<file path="src/rtl/cdc_event_scheduler.sv">
// Round-robin scheduler that shares one 4-phase req/ack CDC channel
// among N_REQ fast-domain event sources, with a saturating drop counter.
module cdc_event_scheduler #(
    parameter int N_REQ       = 4,
    parameter int ID_W        = 2,
    parameter int SYNC_STAGES = 2,
    parameter int CNT_W       = 8
) (
    input  logic             clk_fast,
    input  logic             rst_n,
    input  logic             en,
    input  logic [N_REQ-1:0] evt_in,
    input  logic             xfer_ack,
    input  logic             clr_drop,
    output logic             xfer_req,
    output logic [ID_W-1:0]  xfer_id,
    output logic [N_REQ-1:0] pending_o,
    output logic             busy_o,
    output logic [CNT_W-1:0] drop_cnt_o
);

    typedef enum logic [1:0] {
        IDLE,
        REQ,
        RELEASE
    } state_t;

    localparam int PW = $clog2(N_REQ + 1);
    localparam int SW = CNT_W + PW;

    state_t state;
    state_t state_nxt;

    logic [SYNC_STAGES-1:0] ack_sync;
    logic                   ack_s;

    logic [ID_W-1:0]  last;
    logic [ID_W-1:0]  rr_idx;
    logic [ID_W-1:0]  grant_idx;
    logic             grant_ok;
    logic             do_grant;
    logic [N_REQ-1:0] pending;
    logic [N_REQ-1:0] clr_grant;
    logic [N_REQ-1:0] drop_vec;
    logic [PW-1:0]    drop_inc;
    logic [SW-1:0]    drop_sum;

    assign ack_s     = ack_sync[SYNC_STAGES-1];
    assign pending_o = pending;
    assign busy_o    = (state != IDLE);

    // Bring the slow-domain ack into clk_fast through a flop chain.
    always_ff @(posedge clk_fast or negedge rst_n) begin
        if (!rst_n) begin
            ack_sync <= '0;
        end else begin
            ack_sync <= {ack_sync[SYNC_STAGES-2:0], xfer_ack};
        end
    end

    // Round-robin search: first pending source after `last`, wrapping.
    always_comb begin
        grant_idx = '0;
        grant_ok  = 1'b0;
        rr_idx    = '0;
        for (int k = N_REQ; k >= 1; k--) begin
            rr_idx = ID_W'((int'(last) + k) % N_REQ);
            if (pending[rr_idx]) begin
                grant_idx = rr_idx;
                grant_ok  = 1'b1;
            end
        end
    end

    // Handshake FSM next-state; a grant is only taken from IDLE.
    always_comb begin
        state_nxt = state;
        do_grant  = 1'b0;
        clr_grant = '0;
        unique case (state)
            IDLE: begin
                if (en && grant_ok) begin
                    state_nxt = REQ;
                    do_grant  = 1'b1;
                    clr_grant = N_REQ'(1) << grant_idx;
                end
            end
            REQ: begin
                if (ack_s) state_nxt = RELEASE;
            end
            RELEASE: begin
                if (!ack_s) state_nxt = IDLE;
            end
            default: state_nxt = IDLE;
        endcase
    end

    // State, request level, granted id and round-robin pointer.
    always_ff @(posedge clk_fast or negedge rst_n) begin
        if (!rst_n) begin
            state    <= IDLE;
            xfer_req <= 1'b0;
            xfer_id  <= '0;
            last     <= ID_W'(N_REQ - 1);
        end else begin
            state <= state_nxt;
            if (do_grant) begin
                xfer_req <= 1'b1;
                xfer_id  <= grant_idx;
                last     <= grant_idx;
            end else if (state == REQ && ack_s) begin
                xfer_req <= 1'b0;
            end
        end
    end

    // Events that hit an already-pending, not-being-granted source are lost.
    always_comb begin
        drop_vec = evt_in & pending & ~clr_grant;
        drop_inc = '0;
        for (int i = 0; i < N_REQ; i++) begin
            drop_inc = drop_inc + PW'(drop_vec[i]);
        end
        drop_sum = SW'(drop_cnt_o) + SW'(drop_inc);
    end

    // Pending flags: a new event wins over the grant clear of the same index.
    always_ff @(posedge clk_fast or negedge rst_n) begin
        if (!rst_n) begin
            pending <= '0;
        end else begin
            pending <= (pending & ~clr_grant) | evt_in;
        end
    end

    // Saturating drop counter; clear has priority over increments.
    always_ff @(posedge clk_fast or negedge rst_n) begin
        if (!rst_n) begin
            drop_cnt_o <= '0;
        end else if (clr_drop) begin
            drop_cnt_o <= '0;
        end else if (drop_sum > SW'({CNT_W{1'b1}})) begin
            drop_cnt_o <= '1;
        end else begin
            drop_cnt_o <= drop_sum[CNT_W-1:0];
        end
    end

endmodule

</file>
<file path="config.mk">
export PLATFORM = sky130hd
export DESIGN_NAME = cdc_event_scheduler
export DESIGN_NICKNAME = d
export VERILOG_FILES = /design/src/rtl/cdc_event_scheduler.sv
export SDC_FILE = /design/constraint.sdc
export NUM_CORES = 1
export LEC_CHECK = 0
export ABC_AREA = 1
export CELL_PAD_IN_SITES_DETAIL_PLACEMENT = 1
export CELL_PAD_IN_SITES_GLOBAL_PLACEMENT = 1
export CORE_ASPECT_RATIO = 0.8
export CORE_UTILIZATION = 30
export DETAILED_ROUTE_END_ITERATION = 10
export PLACE_DENSITY = 0.73
export SLEW_MARGIN = 20
export SYNTH_ARGS = -nofsm -noshare
export SYNTH_HDL_FRONTEND = slang
export SYNTH_SLANG_ARGS = --single-unit
export TNS_END_PERCENT = 5
</file>
<file path="constraint.sdc">
create_clock -name clk_fast -period 10.3 [get_ports clk_fast]
set_input_delay 1.03 -clock clk_fast [delete_from_list [all_inputs] [get_ports clk_fast]]
set_output_delay 1.03 -clock clk_fast [all_outputs]
set_load 0.02 [all_outputs]
</file>
==> reports/metrics.cfg, run 1 <==
[timing]
relSlewSlack = 0.365
skew_ns = 0.00173
drv_slew = 0
post-route-period-util = 0.388
clock.fmax_mhz = 250
setup_tns_ns = 0
worstMarginPinSlew_ns = 0.950
fin_crit_ns = 3.99
finalSetupViolCount = 0
final_hold_viol_count = 0
rsz0062_at_grt = false

[critical_path]
critPathLaunchType = input pin
slowest_stage = clkdlybuf4s50_1
cp_max_fo = 8
path_class = in2reg
crit_path_end_kind = flip-flop
crit_chain = clkdlybuf4s50_1 > nand2_1 > nor2_4 > nand3_1 > nand3_1 > fa_1 > fa_1 > inv_1 > fa_1 > nand2_1 > nor2_1 > nand3_1 > nor2_1 > nand2_1 > nand2_1 > o21ai_0 > inv_1
path_buf_inv = 3
worstPathArrival_ns = 4.20
slowest_delay_ns = 0.45
crit_family = simple AND/OR/NAND/NOR gates
cp.required_ns = 10.50
cpMostUsedCell = nand2_1

[floorplan]
io_pins = 25
rows = 20
die_w_um = 73.2
start_util = 0.318
fp.coreArea_um2 = 3830
die-area_um2 = 4310
die_h_um = 59.0

[grt]
met3_usage = 0.0411
use_met1 = 0.187
grt_pass1_wl_um = 4960
grt_max_degree = 22
grtUsageMet2 = 0.274
grt.overflow.total = 0
grt_busiest_layer = met2
grt_use_total = 0.156
antenna_found_initial = 0
grt_pass1_vias = 1127

[synth]
synth_cell_types = 20
syn_nets = 177
ys_ff_latch = 21
netlist_area_um2 = 1220
synthCells = 164
syn_avg_cell_area_um2 = 7.42
yosysWarnings = 0
synth_seq_area_share = 0.434

[detailed_routing]
dr.first_iter.drc_count = 45
viasPerCell = 4.52
wl_um = 2980
dr.pass1.iters = 4
num_vias = 1113
ant_nets = 0
drc = 0
drt-wirelength-per-cell_um = 12.1

[clock_tree]
cts_root_buf = clkbuf_8
clock_latency_ns = 0.26
clkSinkCount = 21
cts_hold_buf = 0
path_clk_slew_ns = 0.07
post_cts_resized = 0
postCtsSetupRepairBufs = 0
clk_path_buf_depth = 2
cts_tree = built
cts_inserted_buffers = 3
htreeDepth = 1

[cells_and_area]
seqCellArea_um2 = 528
num_antenna_cells = 0
multi_input_area_um2 = 569
area_growth_pct = 28.2
nNetsFinal = 205
fillerInstances = 474
drive_gt1_frac = 0.0890

[power_and_ir_drop]
leakage_nw = 0.822
finalPower_mw = 0.473
powerDensity_nw_per_um2 = 303
ir_drop_mv = 0.0970

[placed_design]
place_congestion = 0.861
place_hpwl_um = 2480
port_buffers = 24

[flow_run]
drv_cap = 0

[status]
outcome = complete, no violations

[min_path]
hp-class = reg2reg

==> per-layer routing <==
layer	share of wire	wire length, um
met1	0.46	1380
met5	0	0
met3	0.039	117
met2	0.49	1470
met4	0.0054	16
==> cell usage after synthesis <==
master	instances	area [um^2]
o21ai_0	4	20.0
inv_1	25	93.8
o21ai_2	1	8.76
dfrtp_1	19	475
inv_4	1	6.26
xnor2_1	2	17.5
fa_1	3	60.1
dfstp_2	2	52.6
ha_1	1	12.5
nand2_1	60	225
inv_2	2	7.51
nor2_1	9	33.8
nand3_1	17	85.1
nor3_1	1	5.00
nand2_2	6	37.5
a211oi_1	1	7.51
nor3_2	1	10.0
a21oi_1	7	35.0
buf_6	1	11.3
nor2_4	1	11.3
==> worst reg2reg max path: cells and delay by family, from the launching register on <==
family,cells,cell delay [ns]
flops,1,0.67
fa+ha+maj,3,1.13
buf+inv,4,0.34
simple gates,15,1.59
compound gates,1,0.07
==> cells by family after synthesis <==
group                    share of synthesized area
AND/OR/NAND/NOR                              0.335
buffers and inverters                       0.0977
flip-flops                                   0.434
AO/OA/AOI/OAI                               0.0586
adder cells (fa/ha/maj)                     0.0597
XOR/XNOR                                    0.0144
==> power breakdown <==
part	switching, mW	leakage [nW]	internal [mW]
Sequential	0.0281	0.249	0.111
Clock	0.0264	0.0228	0.0276
Combinational	0.172	0.550	0.109
Total	0.226	0.822	0.247
==> worst paths after layout <==
path	slack (ns)	cells past startpoint	startpoint	end
max in group asynchronous	8.43	1	rst_n	xfer_id[1]
min	0.36	0	ack_sync[0]	ack_sync[1]
max reg2reg	6.45	23	last[0]	drop_cnt_o[5]
min in group asynchronous	1.30	1	rst_n	drop_cnt_o[7]
max	6.31	17	en	drop_cnt_o[5]
min reg2reg	0.36	0	ack_sync[0]	ack_sync[1]
==> registers in the layout, summed over array words and instances (netlist names) <==
name and cells:
ack_sync 2, drop_cnt_o 8, last 2, pending_o 4, state 2, xfer_id 2
xfer_req 1
==> placed cells by master, fill, tap and decap left out <==
cell type / synthesis / routed
a211oi_1: 1 / 1
a21oi_1: 7 / 7
clkbuf_1: 0 / 1
clkbuf_8: 0 / 3
clkdlybuf4s50_1: 0 / 24
dfrtp_1: 19 / 19
dfstp_2: 2 / 2
fa_1: 3 / 3
ha_1: 1 / 1
inv_1: 25 / 25
inv_2: 2 / 2
inv_4: 1 / 1
nand2_1: 60 / 60
nand2_2: 6 / 6
nand3_1: 17 / 17
nor2_1: 9 / 9
nor2_4: 1 / 1
nor3_1: 1 / 1
nor3_2: 1 / 1
o21ai_0: 4 / 4
o21ai_2: 1 / 1
xnor2_1: 2 / 2
==> metrics by stage <==
stage          instance area (um^2)  instances  setup slack [ns]  hold slack (ns)  utilization
3_5_place_dp                   1510        242              5.99            0.341        0.395
2_1_floorplan                  1220        164              6.85            0.331            -
4_1_cts                        1560        246              6.28            0.359        0.407
5_1_grt                        1560        246              6.05            0.373        0.407
3_3_place_gp                   1510        242              6.18            0.333        0.395
6_report                       1560        246              6.31            0.355        0.407
==> area by class of cell <==
cell class,instances,area share
inverters,28,0.0690
flip-flops and latches,21,0.339
clock buffers,4,0.0289
multi-input cells,114,0.365
well taps,55,0.0441
repair buffers,24,0.154
(Power assumes the default switching activity.)
==> run 2, diff against run 1 <==
--- a/config.mk
+++ b/config.mk
@@ -11,7 +11,7 @@
 export CORE_ASPECT_RATIO = 0.8
 export CORE_UTILIZATION = 30
 export DETAILED_ROUTE_END_ITERATION = 10
-export PLACE_DENSITY = 0.73
+export PLACE_DENSITY = 0.76
 export SLEW_MARGIN = 20
 export SYNTH_ARGS = -nofsm -noshare
 export SYNTH_HDL_FRONTEND = slang
==> constraint.sdc (replaced) <==
create_clock -name clk_fast -period 3.4 [get_ports clk_fast]
set_input_delay 0.34 -clock clk_fast [delete_from_list [all_inputs] [get_ports clk_fast]]
set_output_delay 0.34 -clock clk_fast [all_outputs]
set_load 0.02 [all_outputs]
==> run 2 against run 1 <==
  * The flow now finishes with violations (negative setup slack)
  * Register-to-register slack got worse by 6.6 ns
  * Sequential cell count did not move
  * Sequential power rose to 3.0 times the previous value
  * Die area did not move
  * First-iteration DRC count fell by 22%
  * Clock power rose to 3.0 times the previous value
  * Design area rose by 31%
  * Critical endpoint is now drop_cnt_o[4]
  * Highest routed layer unchanged
==> reports/metrics.cfg, run 2 (same netlist as run 1, synthesis figures left out) <==
[grt]
grt_pass1_vias = 1390  ; was 1127
grt.overflow.total = 0  ; unchanged
grt_use_total = 0.190  ; was 0.156
grt_max_degree = 22  ; unchanged
grt_pass1_wl_um = 6230  ; was 4960 um
antenna_found_initial = 0  ; unchanged

[flow_run]
drv_cap = 0  ; unchanged

[critical_path]
cp.required_ns = 3.58  ; was 10.50 ns
cp_max_fo = 7  ; was 8
r2r-start = last[0]  ; unchanged
critPathLaunchType = flip-flop  ; was input pin
ff2ff_path_depth = 22  ; was 23
slowest_delay_ns = 0.63  ; was 0.45 ns
slowest_stage = dfstp_2  ; was clkdlybuf4s50_1
worstPathArrival_ns = 3.68  ; was 4.20 ns
path_class = reg2reg  ; was in2reg
crit_path_end_kind = flip-flop  ; unchanged
cpMostUsedCell = nand2_2  ; was nand2_1
path_buf_inv = 6  ; was 3
crit_chain = inv_4 > nand2_4 > nand2_4 > nand2_2 > nand2_2 > inv_4 > nand2_2 > nand2_2 > nand2_2 > nand3_2 > nand3_2 > fa_1 > fa_2 > inv_2 > fa_2 > nand2_2 > nor2_4 > buf_4 > buf_4 > buf_4 > xnor2_2 > a21oi_1  ; was clkdlybuf4s50_1 > nand2_1 > nor2_4 > nand3_1 > nand3_1 > fa_1 > fa_1 > inv_1 > fa_1 > nand2_1 > nor2_1 > nand3_1 > nor2_1 > nand2_1 > nand2_1 > o21ai_0 > inv_1
r2r_end = drop_cnt_o[4]  ; was drop_cnt_o[5]
crit_family = adder cells  ; was simple AND/OR/NAND/NOR gates
r2r_slack_ns = -0.10  ; was 6.45 ns

[timing]
rsz0062_at_grt = true  ; was false
finalSetupViolCount = 7  ; was 0
post-route-period-util = 1.03
skew_ns = 0.00604  ; was 0.00173 ns
relSlewSlack = 0.367  ; was 0.365
setup_tns_ns = -0.284  ; was 0 ns
timing.final.ws_setup_ns = -0.103  ; was 6.31 ns
final_hold_viol_count = 0  ; unchanged
fin_crit_ns = 3.50
hold-worst-slack_ns = 0.363  ; was 0.355 ns
drv_slew = 0  ; unchanged
worstMarginPinSlew_ns = 0.947  ; was 0.950 ns
clock.fmax_mhz = 286

[min_path]
min_to = ack_sync[1]  ; unchanged
hold_depth = 0  ; unchanged
hp-class = reg2reg  ; unchanged
min_from = ack_sync[0]  ; unchanged

[clock_tree]
path_clk_slew_ns = 0.08  ; was 0.07 ns
clkSinkCount = 21  ; unchanged
cts_inserted_buffers = 3  ; unchanged
cts_tree = built  ; unchanged
htreeDepth = 1  ; unchanged
clk_path_buf_depth = 2  ; unchanged
clock_latency_ns = 0.26  ; about the same
cts_root_buf = clkbuf_8  ; unchanged

[cells_and_area]
fillerInstances = 483  ; was 474
largest_reg_flops = 8  ; unchanged
num_antenna_cells = 0  ; unchanged
layout_commonest_cell = nand2_1  ; unchanged
area_growth_pct = 68.1  ; was 28.2%
drive_gt1_frac = 0.444  ; was 0.0890
layout_common_cells = nand2_1 (30), buf_4 (28), nand2_2 (27)  ; was nand2_1 (60), inv_1 (25), clkdlybuf4s50_1 (24)
stdcell_count = 278  ; was 246
nNetsFinal = 237  ; was 205
top_register = drop_cnt_o  ; unchanged

[detailed_routing]
dr.pass1.iters = 4  ; unchanged
ant_nets = 0  ; unchanged
highest_layer = met4  ; unchanged
wl_um = 4030  ; was 2980 um
num_vias = 1276  ; was 1113
wl_met2_um = 2200  ; was 1470 um
drc = 0  ; unchanged
met3WireLength_um = 75  ; was 117 um
wl_met1_um = 1730  ; was 1380 um
drt-wirelength-per-cell_um = 14.5  ; was 12.1 um
dr.first_iter.drc_count = 35  ; was 45
viasPerCell = 4.59  ; was 4.52

[floorplan]
start_util = 0.318  ; unchanged
io_pins = 25  ; unchanged
rows = 20  ; unchanged
die_w_um = 73.2  ; unchanged
fp.coreArea_um2 = 3830  ; unchanged
die_h_um = 59.0  ; unchanged
die-area_um2 = 4310  ; unchanged

[status]
outcome = finished, violations left  ; was complete, no violations
failed_checks = negative setup slack

[power_and_ir_drop]
leakage_nw = 1.06  ; was 0.822 nW
ir_drop_mv = 0.368  ; was 0.0970 mV
finalPower_mw = 2.09  ; was 0.473 mW
powerDensity_nw_per_um2 = 1020  ; was 303 nW/um^2

[placed_design]
dp_cells = 257  ; was 242
port_buffers = 24  ; unchanged
dp_slack_ns = -0.327  ; was 5.99 ns
place_hpwl_um = 2610  ; was 2480 um
place_congestion = 0.844  ; was 0.861

-- run 2: changes by cell type in the layout (fill, tap and decap cells not counted), sizes merged --
| cell | before | now |
|---|---|---|
| buf | 0 | 32 |
| clkbuf | 4 | 3 |
| clkinvlp | 0 | 1 |
-- run 2: through the flow --
step	cell area [um^2]	util
global placement	1630	0.425
floorplan	1220	-
CTS	1870	0.490
global route	2040	0.534
detailed placement	1630	0.425
finish	2040	0.534
-- run 2: how the worst max path moves through the flow --
| stage | startpoint | to | slack [ns] | depth (start not counted) |
|---|---|---|---|---|
| after floorplan | last[0] | drop_cnt_o[5] | 0.06 | 24 |
| after global placement | last[0] | drop_cnt_o[3] | -0.06 | 23 |
| after detailed placement | last[0] | drop_cnt_o[5] | -0.33 | 23 |
| after CTS | last[0] | drop_cnt_o[7] | -0.07 | 23 |
| after global routing | last[0] | drop_cnt_o[3] | -0.27 | 23 |
| final | last[0] | drop_cnt_o[4] | -0.10 | 22 |
-- run 2: area by class of cell --
type	count	area [um^2]	area share
Tap cell	55	68.8	0.0337
Multi-Input combinational cell	114	793	0.388
Clock inverter	1	7.51	0.00367
Inverter	28	110	0.0539
Sequential cell	21	528	0.258
Timing Repair Buffer	56	495	0.242
Clock buffer	3	41.3	0.0202
-- run 2: layer usage --
| metal | up-vias | GRT usage |
|---|---|---|
| met3 | 4 | 0.0240 |
| met2 | 16 | 0.353 |
| li1 | 619 | - |
| met1 | 637 | 0.228 |
| met4 | 0 | 0.0588 |
| met5 | - | 0 |
-- run 2: repair_timing --
action | in CTS | in global routing
gates resized for setup | 34 | 37
setup buffers | 11 | 6
pin swaps | 14 | 24
hold buffers | 0 | 0
setup endpoints to repair | 8 | 8
-- run 2: where the power goes --
| group | leakage, nW | switching, mW | internal [mW] | total [mW] |
|---|---|---|---|---|
| Combinational | 0.791 | 0.816 | 0.693 | 1.51 |
| Sequential | 0.249 | 0.0847 | 0.335 | 0.420 |
| Clock | 0.0217 | 0.0813 | 0.0826 | 0.164 |
